### config.mk
export PLATFORM = sky130hd
export DESIGN_NAME = edge_pattern_gen
export DESIGN_NICKNAME = d
export VERILOG_FILES = /design/src/rtl/edge_pattern_gen.sv
export SDC_FILE = /design/constraint.sdc
export NUM_CORES = 1
export LEC_CHECK = 0
export ABC_AREA = 1
export ABC_CLOCK_PERIOD_IN_PS = 2100
export BUFFER_PORTS_ARGS = -buffer_cell sky130_fd_sc_hd__clkbuf_2
export CAP_MARGIN = 20
export CORE_ASPECT_RATIO = 0.8
export CORE_UTILIZATION = 42
export DETAILED_ROUTE_END_ITERATION = 10
export GPL_TIMING_DRIVEN = 0
export PLACE_DENSITY = 0.63
export SLEW_MARGIN = 30
export SYNTH_ARGS = -nofsm -noshare
export SYNTH_HDL_FRONTEND = slang
export SYNTH_SLANG_ARGS = --single-unit
### constraint.sdc
create_clock -name clk -period 2.1 [get_ports clk]
set_clock_uncertainty 0.2 [all_clocks]
set_input_delay 0.315 -clock clk [delete_from_list [all_inputs] [get_ports clk]]
set_output_delay 0.315 -clock clk [all_outputs]
set_load 0.03 [all_outputs]
### src/rtl/edge_pattern_gen.sv
// edge_pattern_gen: serial MSB-first level-pattern transmitter with per-bit stretch and transition count.
module edge_pattern_gen #(
    parameter  int WIDTH   = 21,
    parameter  int BIT_CYC = 1,
    localparam int LW      = $clog2(WIDTH + 1),
    localparam int CW      = $clog2(WIDTH + 2)
) (
    input  logic             clk,
    input  logic             rst,
    input  logic             load_valid,
    output logic             load_ready,
    input  logic [WIDTH-1:0] pattern,
    input  logic [LW-1:0]    len,
    output logic             dout,
    output logic             busy,
    output logic             done,
    input  logic             abort,
    output logic [CW-1:0]    edge_cnt
);
    localparam int PW = BIT_CYC > 1 ? $clog2(BIT_CYC) : 1;
    typedef enum logic {IDLE, SHIFT} state_t;
    state_t           state_q;
    logic [WIDTH-1:0] sr_q;
    logic [LW-1:0]    bits_q;
    logic [PW-1:0]    cyc_q;
    logic [CW-1:0]    run_q;
    logic [CW-1:0]    edge_cnt_q;
    logic             dout_q;
    logic             busy_q;
    logic             done_q;
    logic [LW-1:0]    len_c;
    logic             last_cyc;
    logic             last_bit;
    logic             dout_d;
    logic [CW-1:0]    run_d;
    always_comb begin
        len_c    = (len == '0 || len > LW'(WIDTH)) ? LW'(WIDTH) : len;
        last_cyc = cyc_q == PW'(BIT_CYC - 1);
        last_bit = bits_q == LW'(1);
        // level for the next cycle: hold, advance to the next bit, or return to idle 0
        dout_d   = !last_cyc ? sr_q[WIDTH-1] : (!last_bit && sr_q[WIDTH-2]);
        run_d    = run_q + CW'(dout_d != dout_q);
    end
    always_ff @(posedge clk or negedge rst) begin
        if (!rst) begin
            state_q    <= IDLE;
            sr_q       <= '0;
            bits_q     <= '0;
            cyc_q      <= '0;
            run_q      <= '0;
            edge_cnt_q <= '0;
            dout_q     <= 1'b0;
            busy_q     <= 1'b0;
            done_q     <= 1'b0;
        end else begin
            done_q <= 1'b0;
            if (state_q == IDLE) begin
                if (load_valid) begin
                    state_q <= SHIFT;
                    sr_q    <= pattern;
                    bits_q  <= len_c;
                    cyc_q   <= '0;
                    run_q   <= CW'(pattern[WIDTH-1]);
                    dout_q  <= pattern[WIDTH-1];
                    busy_q  <= 1'b1;
                end
            end else if (abort) begin
                state_q <= IDLE;
                dout_q  <= 1'b0;
                busy_q  <= 1'b0;
            end else begin
                run_q  <= run_d;
                dout_q <= dout_d;
                cyc_q  <= last_cyc ? '0 : cyc_q + 1'b1;
                if (last_cyc) begin
                    sr_q   <= sr_q << 1;
                    bits_q <= bits_q - 1'b1;
                end
                if (last_cyc && last_bit) begin
                    state_q    <= IDLE;
                    busy_q     <= 1'b0;
                    done_q     <= 1'b1;
                    edge_cnt_q <= run_d;
                end
            end
        end
    end
    assign load_ready = state_q == IDLE;
    assign dout       = dout_q;
    assign busy       = busy_q;
    assign done       = done_q;
    assign edge_cnt   = edge_cnt_q;
endmodule

* Yosys cells after proc, flatten, opt, wreduce, memory -nomap -nowiden
Cells that the tools add are included.
** Word-level totals
- Memories :: 0
- Bits in writable memories :: 0
- Bits in registers :: 41
- Bits in latches :: 0
- Memory bits (read-only) :: 0
- Input port bits :: 30
** Cells by class
- Bitwise operators :: 3
- Div/mod/pow operators :: 0
- Reductions and logical operators :: 10
- Add/sub/neg operators :: 3
- Mux-type cells :: 31
- Shifts and indexed selects :: 0
- $mul :: 0
- Equal/unequal tests :: 5
- Order comparisons :: 1
** Operator list (count)
- $mux 21 :: 4
- $mux 5 :: 8
- $mux 1 :: 19
- $reduce_and 3->1 :: 2
- $add 5x1->5 :: 1
- $eq 5x1->1 const B :: 1
- $gt 5x5->1 const B :: 1
- $logic_not 5->1 :: 1
- $sub 5x1->5 const B :: 1
- $ne 2x2->1 const B :: 2
- $reduce_and 2->1 :: 2
- $ne 3x2->1 const B :: 1
- $not 1->1 :: 3
- $logic_and 1x1->1 :: 2
- $reduce_bool 2->1 :: 1
- $add 1x1->1 const B :: 1
- $logic_not 1->1 :: 1
- $logic_or 1x1->1 :: 1
- $ne 1x1->1 :: 1

* Longest topological paths before layout
Gate-level depths: netlist of the first run.
- Depth in word-level cells :: 8
- Mapped depth :: 11

* Worst setup path before layout of the first run
OpenSTA, ideal clock, no wires.
- Path type :: flip-flop to flip-flop
- Start :: register bits_q[1]
- End :: register edge_cnt_q[4] (netlist: edge_cnt[4])
- Data arrival time :: 1.652 ns
- Path slack :: 0.125 ns
- Clock period less this slack :: 1.975 ns
- Data required time :: 1.777 ns
- Cell stages (with the launch flop) :: 12
- Cell sequence :: dfrtp_1 inv_1 ha_1 nand4_4 nand2_1 xnor2_1 ha_1 ha_1 nand3_1 xor2_1 nand2_1 nand2_1
** Between the ends
- Longest elaborated chain between the ends :: 6
- Elaborated cells on any way between the ends :: 8
- Classes of those cells :: add/sub (1); eq/ne (2); mux (1); reduce/logical (4)
** Ends and longest elaborated chain
- from (decl) :: RTL line 24 : logic [LW-1:0] bits_q;
- from (signal assigned) :: RTL line 61 : bits_q <= len_c;
- from (signal assigned) :: RTL line 77 : bits_q <= bits_q - 1'b1;
- $eq 5x1->1 (*) :: RTL line 39 : last_bit = bits_q == LW'(1);
- $logic_not 1->1 :: RTL line 41 : dout_d = !last_cyc ? sr_q[WIDTH-1] : (!last_bit && sr_q[WIDTH-2]);
- $logic_and 1x1->1 :: RTL line 41
- $mux 1 :: RTL line 41
- $ne 1x1->1 :: RTL line 42 : run_d = run_q + CW'(dout_d != dout_q);
- $add 5x1->5 :: RTL line 42
- to (signal assigned) :: RTL line 83 : edge_cnt_q <= run_d;
- to (decl) :: RTL line 27 : logic [CW-1:0] edge_cnt_q;
Mark *: on every way between the ends. The rest lies on a longest branch, timed or not.
A chain may end at the register's enable or synchronous reset.

* Worst setup path after layout of the first run
Ends and elaborated chain as after synthesis.

==> results of run 1 <==
==> synthesized netlist by cell type (3+ instances only) <==
library cell,number,share of area (%)
nand3_1,11,2.8
a22o_1,3,1.3
dfrtp_1,39,50
ha_1,4,2.6
inv_1,14,2.7
xor2_1,3,1.3
buf_2,4,1.0
o21ai_0,9,2.3
nor2_1,27,5.2
a31oi_1,19,6.1
o21ai_1,3,0.77
buf_6,3,1.7
nand2_1,81,16
==> path summary, 6_finish.rpt <==
check | depth (start not counted) | slack (ns) | startpoint | end
setup / recovery | 11 | 0.1 | bits_q[1]$_DFFE_PN0P_ | edge_cnt[4]$_DFFE_PN0P_
max in group asynchronous | 2 | 0.96 | rst | sr_q[1]$_DFFE_PN0P_
setup reg to reg | 11 | 0.1 | bits_q[1]$_DFFE_PN0P_ | edge_cnt[4]$_DFFE_PN0P_
hold reg to reg | 2 | 0.27 | busy$_DFFE_PN0P_ | busy$_DFFE_PN0P_
hold / removal | 3 | 0.05 | pattern[13] | sr_q[13]$_DFFE_PN0P_
min in group asynchronous | 2 | 0.37 | rst | edge_cnt[2]$_DFFE_PN0P_
==> power groups by stage <==
stage               clock network (mW)  logic [mW]  registers [mW]
finish                           0.505        1.10            1.23
global route                     0.553        1.26            1.26
CTS                              0.518        1.07            1.22
detailed placement                   0        1.05            1.23
global placement                     0        1.04            1.23
floorplan                            0       0.740            1.26
==> cell families (layout without fill, tap and decap cells) <==
group / count (synthesis) / count (layout) / share of synthesized area [%]
adder cells (fa/ha/maj): 4 / 4 / 2.57
XOR/XNOR: 4 / 4 / 1.80
AO/OA/AOI/OAI: 38 / 38 / 11.9
flip-flops: 39 / 39 / 50.0
AND/OR/NAND/NOR: 125 / 125 / 27.1
buffers and inverters: 26 / 75 / 6.67
==> metrics by stage <==
step / setup TNS [ns] / area, µm² / total power, mW
2_1_floorplan: 0 / 1950 / 2.00
3_3_place_gp: -0.0393 / 2210 / 2.27
3_5_place_dp: -0.108 / 2210 / 2.29
4_1_cts: 0 / 2320 / 2.81
5_1_grt: -0.0158 / 2350 / 3.07
6_report: 0 / 2350 / 2.83
==> routing by layer <==
metal	global-route usage, %	share of wire (%)	up-vias
met3	4.53	3.6	5
met2	28.9	43	31
met5	0	0	-
li1	-	-	868
met4	6.94	1.0	0
met1	25.4	52	782
==> placed cells by master, fill, tap and decap left out, types with 2 or more instances in the layout <==
master | netlist | routed
clkbuf_1 | 2 | 3
clkbuf_2 | 0 | 37
a31oi_1 | 19 | 19
buf_4 | 0 | 2
buf_2 | 4 | 4
a22o_1 | 3 | 3
dfrtp_1 | 39 | 39
ha_2 | 0 | 2
inv_2 | 2 | 3
o21ai_0 | 9 | 9
nor2_1 | 27 | 27
nand3_1 | 11 | 11
o21ai_1 | 3 | 3
inv_1 | 14 | 13
buf_6 | 3 | 3
xor2_1 | 3 | 3
clkbuf_8 | 0 | 5
nand2_1 | 81 | 81
nand2_4 | 2 | 2
==> final cells by class <==
type                            instances  share of cell area, %
Tap cell                               57                   3.04
Sequential cell                        39                   41.5
Multi-Input combinational cell        171                   37.0
Inverter                               17                   2.93
Buffer                                  9                   2.61
Clock inverter                          2                  0.532
Timing Repair Buffer                   41                   9.27
Clock buffer                            6                   3.09
==> tightest hold or removal path, stage by stage <==
cell and delay, ns:
clkbuf_2 0.08, nand2_1 0.05, a31oi_1 0.07
==> registers in the layout (all words and copies together), names as in the netlist <==
signal / cells
sr_q: 20
bits_q: 5
edge_cnt: 5
run_q: 5
busy: 1
done: 1
dout: 1
state_q: 1
==> repair_timing <==
action	in CTS	in global routing
hold buffers	1	0
pin swaps	1	2
setup buffers	1	1
setup endpoints to repair	4	4
endpoints found under the hold margin	39	0
resized for setup	2	4
==> results summary, run 1 <==
The post-synthesis sequential area ratio came out at around half. At the later pin of the worst-skew pair, clock insertion delay measures slightly below 0.3 ns. Clock tree synthesis selected as its root buffer the cell clkbuf_8. The post-detailed-route count of antenna-violating nets came out at 0. The max-slew violation count is 0. The min-delay analysis places its worst path in the category primary input to flop. The transition time at the pin with the least slew margin came out at 0.534 ns. The clock passes through at most 2 buffers.

The sequential power share came out at between 40% and 50%. The clock group share of total power is 17.8%. The hold violation total from the final report came out at 0. Hold is met by 0.0527 ns. The run finished with clean final reports. Walking the worst path, the cells encountered are inv_2 > ha_4 > nand4_4 > nand2_1 > xnor2_2 > ha_2 > ha_2 > nand3_1 > xor2_1 > nand2_1 > nand2_1. The highest clock rate is 500 MHz. The global-route wire length before repair is between 7000 and 8000 µm. Among the stages of the critical path, the cell type that occurs most often is nand2_1.

The relative max-transition margin is 64.4%. STA classifies the critical path endpoint as a flop. The max-capacitance violation count came out at 0.

The number of nets produced by synthesis is 270. The number of design-rule violations left by the first detailed-router iteration is 99. The filler-free cell count of the finished design is 342. The worst setup path is launched from a flop. The leftover overflow at the end of global routing is 0. The number of enable-type register cells in the synthesized netlist is 0. Synthesis handed over a netlist of between 200 and 250 instances. The area occupied by multi-input gates is 870 µm². The combinational group share of total power is 38.9%. The area growth from synthesis to layout is 20.5%. The critical path start-end classification is flop to flop. The global placement routability congestion is around 0.84. Global routing used 18.7% of the available tracks. The die is a little under 80 µm wide. Across the VDD grid, the largest voltage drop is 0.000596 V.

The estimated wirelength of the detail-placed design came out at 2920 µm. The number of nets in the final layout is 318. TritonCTS built the clock tree. The fraction of synthesis flops using an asynchronous set or reset pin came out at 100%. The delay of the slowest critical-path stage came out at 0.40 ns. Row generation in the floorplan step produced 21 rows.

The ratio of total power to cell area came out at 1210 nW/µm². The tree built by TritonCTS fans out to 39 sinks. The average instance in the mapped netlist occupies roughly 8.3 µm². Entering global routing, the biggest net connects 40 pins. The internal power summed over all cells came out at 1.71 mW.

The count of placed standard cells including taps is 331. The die covers 4920 µm². The worst endpoint required time is 2.08 ns.

For this run, the number of Yosys warnings is 0. Of the cells placed in the final design, the portion with a size suffix greater than 1 is 23.9%. The final antenna diode count is 0.

Before CTS, the worst setup slack after placement is -0.0471 ns. The number of vias per cell came out at slightly below 5. Once the floorplan was initialized, standard cells occupied between 40 and 50% of the core.

In the synthesized netlist the dominant register cell turns out to be dfrtp_1. The setup-violating endpoint count in the final report came out at 0. The leakage power summed over all cells is roughly 1.2 nW. The pre-antenna-repair detailed-routing pass consisted of 4 iterations. The net switching power is 1.12 mW. The distinct cell type count of the synthesized netlist is 26. The clock period minus final worst setup slack came out at 2.00 ns. The number of H-tree levels came out at 2. The period utilization is 95.3%. The routed layout has 1686 vias.

The peak fanout along the critical path is 3. The largest individual stage delay along the critical path comes from the cell dfrtp_1. The DRC violation count after routing is 0. Cells fill 54.5% of the core in the end.

Dividing the detail-routed wire length by the instance count gives ~12 µm. The worst path meets setup with ~0.1 ns of slack. The standard cell core area is 4310 µm². The switching share of power came out at approximately two fifths. The netlist area before placement came out at 1950 µm². Registers take 976 µm². Synthesis inferred 39 register bits. The chip height came out at 63.0 µm. The number of buffers added on ports came out at 38. The clock-pin slew on the worst setup and hold paths is around 0.08 ns. The via count of the first global-routing pass came to 1601. The signal arrival time at the worst endpoint is just under 2 ns.

The fill cell total of the finished layout came out at 448. Broken down by cell family, the worst path's largest delay share belongs to adder cells. The number of I/O pins is 39. The number of buffers and inverters on the critical path is 1. The number of antenna violations at the first check in global routing is 0.

The routed wire length is 4150 µm. TritonCTS created 5 clock buffers.
Note: power is estimated with default switching activity, not from simulation.
==> run 2: changes to the inputs <==
--- a/config.mk
+++ b/config.mk
@@ -13,7 +13,7 @@
 export CORE_UTILIZATION = 42
 export DETAILED_ROUTE_END_ITERATION = 10
 export GPL_TIMING_DRIVEN = 0
-export PLACE_DENSITY = 0.63
+export PLACE_DENSITY = 0.66
 export SLEW_MARGIN = 30
 export SYNTH_ARGS = -nofsm -noshare
 export SYNTH_HDL_FRONTEND = slang
==> run 2 against run 1 <==
  * Via count fell by 3.6%
  * Non-clock buffer count fell by 1
  * Register-to-register slack improved by 0.03 ns
  * Global-route usage rose by 0.19 points
  * Combinational power barely moved
  * Sequential power barely moved
  * Final area rose by 1.1%
  * Routed wire length rose by 0.75%
  * Final cell count fell by 0.29%
  * Critical path type unchanged
==> results summary, run 2 (synthesis results as in run 1) <==
The combinational group share of total power is 37.2%. The clock insertion delay at the later pin of the skew report came out at 0.29 ns. The switching share of power is 38.2%.

The worst register-to-register path begins at bits_q[1]$_DFFE_PN0P_. The clock tree from TritonCTS is built. The max-capacitance violation count is 0. The via count is around 1600.

The number of cell instances on the worst register-to-register path came out at 11. The sequential power share is around two fifths. Static timing analysis puts the maximum clock frequency at 506 MHz. The most common cell after layout, fill and taps aside is nand2_1.

From bottom edge to top edge, the die measures 63.0 µm. In this run the worst hold path is classified as primary input to flop. The routed wire length came out at 4180 µm. The floorplan step defined a die boundary enclosing approximately 5000 µm². The worst hold path stage count came out at 3. By startpoint and endpoint, the worst setup path is classified as flop to flop. The initialized floorplan defines 21 standard-cell rows. Once the floorplan was initialized, standard cells occupied between 40% and 50% of the core. The clock net sink count came out at 39. The ratio of total power to cell area came out at 1250 nW/µm². The post-route worst hold slack is roughly 0.050 ns. STA classifies the critical path startpoint as a flop. The internal power summed over all cells came out at 1.83 mW. The number of buffers added on ports is 38. The wire length on met2 is roughly 1800 µm. The top cell types in the final layout, fill and taps aside, are nand2_1, dfrtp_1, clkbuf_2. The first-pass iteration count of the detailed router is 4. The via count of the first global-routing pass is about 1600. The DRC violation count after routing is 0. STA classifies the critical path endpoint as a flop. Dividing the detail-routed via count by the number of cells gives 4.77. Prior to clock tree synthesis, the placed netlist has a worst setup slack of -0.0454 ns. The global placement routability congestion came out at between 0.8 and 0.9. In this run the number of H-tree levels came out at 2. The fraction of layout cells with a size suffix above 1 came out at 23.9%. The max-slew violation count is 0. The tree is rooted in a clkbuf_8. The register ranked first by flip-flop count is sr_q. The signal arrival time at the worst endpoint is 1.96 ns. Clock tree synthesis inserted a total of 5 buffers. The global-route wire length before repair is 7180 µm.

The worst hold path begins at pattern[12]. The period utilization came out at a little over nine tenths. IR analysis of the VDD net gives a maximum drop of roughly 0.00060 V.

The largest net degree at the start of global routing came out at 40. The peak fanout along the critical path is 3. The detailed router used layers up to and including met4. Once detail routing completed, the nets flagged for antenna violations numbered 0.

The transition time at the pin with the least slew margin is 0.534 ns. The final antenna diode count came out at 0. The clock period minus final worst setup slack came out at roughly 2.0 ns. For this run, the total global-route usage over all layers was measured as a little under a fifth. In the final routed layout, each cell accounts on average for 12.3 µm. The worst endpoint required time is 2.09 ns. The net switching power is 1.13 mW. Clock-pin slew was measured on the worst setup and hold paths at roughly 0.08 ns.

For hold timing, the worst endpoint is sr_q[12]$_DFFE_PN0P_. The number of I/O pins came out at 39. The hold violation total from the final report is 0. The estimated wirelength of the detail-placed design came out at between 2000 and 3000 µm. The horizontal die dimension is 78.2 µm. In the final layout, the multi-input gates occupy 875 µm².

The clock group share of total power came out at 21.2%. The capture instance of the worst register-to-register path is edge_cnt[4]$_DFFE_PN0P_. The clock tree buffer depth is 2.

The leftover overflow at the end of global routing came out at 0. For this block, wires on met1 add up to roughly 2200 µm. The area overhead of the layout relative to synthesis is 21.7%. The standard cell core area came out at 4310 µm². The routed length on met3 is 159 µm. The number of flip-flops in the largest register came out at 20. The minimum setup slack in the final design came out at roughly 0.12 ns. After filler insertion, the fill cell instance count of the layout stands at 416.

The leakage power summed over all cells is 1.21 nW. The number of nets in the final layout came out at 317. The worst reg-to-reg setup slack came out at 0.12 ns. The run finished with clean final reports. In the final layout, flip-flops and latches occupy 976 µm². The number of antenna violations at the first check in global routing came out at 0. The detailed router finished its first iteration with 89 violations. Setup violations remaining at the end of the flow were counted as 0. The relative max-transition margin came out at between 60% and 70%.
## run 2: area by class of cell
cell class              count  area share, %
plain buffers               9           2.58
clock buffers               5           2.90
clock inverters             3           1.84
inverters                  17           2.90
multi-input cells         171           36.8
flip-flops and latches     39           41.1
well taps                  57           3.00
repair buffers             40           8.85
## run 2: worst max-delay path by stage
stage / slack, ns / depth (start not counted) / from / to
after global placement: -0.02 / 11 / bits_q[1]$_DFFE_PN0P_ / edge_cnt[4]$_DFFE_PN0P_
after floorplan: 0.12 / 11 / bits_q[1]$_DFFE_PN0P_ / edge_cnt[4]$_DFFE_PN0P_
after CTS: 0.06 / 11 / bits_q[1]$_DFFE_PN0P_ / edge_cnt[4]$_DFFE_PN0P_
after detailed placement: -0.05 / 11 / bits_q[1]$_DFFE_PN0P_ / edge_cnt[4]$_DFFE_PN0P_
final: 0.12 / 11 / bits_q[1]$_DFFE_PN0P_ / edge_cnt[4]$_DFFE_PN0P_
after global routing: -0.02 / 11 / bits_q[1]$_DFFE_PN0P_ / edge_cnt[4]$_DFFE_PN0P_
## run 2: power groups by stage
stage	combinational (mW)	clock [mW]	sequential, mW
6_report	1.10	0.627	1.23
5_1_grt	1.26	0.680	1.27
2_1_floorplan	0.740	0	1.26
3_3_place_gp	1.04	0	1.23
4_1_cts	1.07	0.644	1.22
3_5_place_dp	1.05	0	1.23
## run 2: worst max-delay path: stages (launching register included)
cell,delay (ns)
dfrtp_1,0.40
inv_2,0.09
ha_4,0.14
nand4_4,0.08
nand2_2,0.09
xnor2_1,0.12
ha_2,0.23
ha_4,0.14
nand3_1,0.09
xor2_1,0.18
nand2_1,0.07
nand2_1,0.05
## run 2: through the flow
stage / power, mW / utilization [%] / instances / TNS, ns / instance area (µm²)
after floorplan: 2.00 / - / 236 / 0 / 1950
after global placement: 2.27 / 51.3 / 331 / -0.0325 / 2210
after detailed placement: 2.28 / 51.4 / 331 / -0.0831 / 2210
after CTS: 2.93 / 54.5 / 341 / 0 / 2350
after global routing: 3.20 / 55.1 / 341 / -0.0164 / 2370
final: 2.96 / 55.1 / 341 / 0 / 2370
## run 2: per-layer routing
layer,vias to the layer above,global-route usage (%)
met2,31,28.2
met5,-,0
met3,6,4.38
li1,859,-
met4,0,7.64
met1,730,26.5
## run 2: repair_timing
item / 4_1_cts / 5_1_grt
gates resized for setup: 2 / 5
pin swaps: 1 / 4
setup buffers: 1 / 0
hold buffers: 1 / 0
hold endpoints to repair: 39 / 0
setup endpoints to repair: 4 / 4
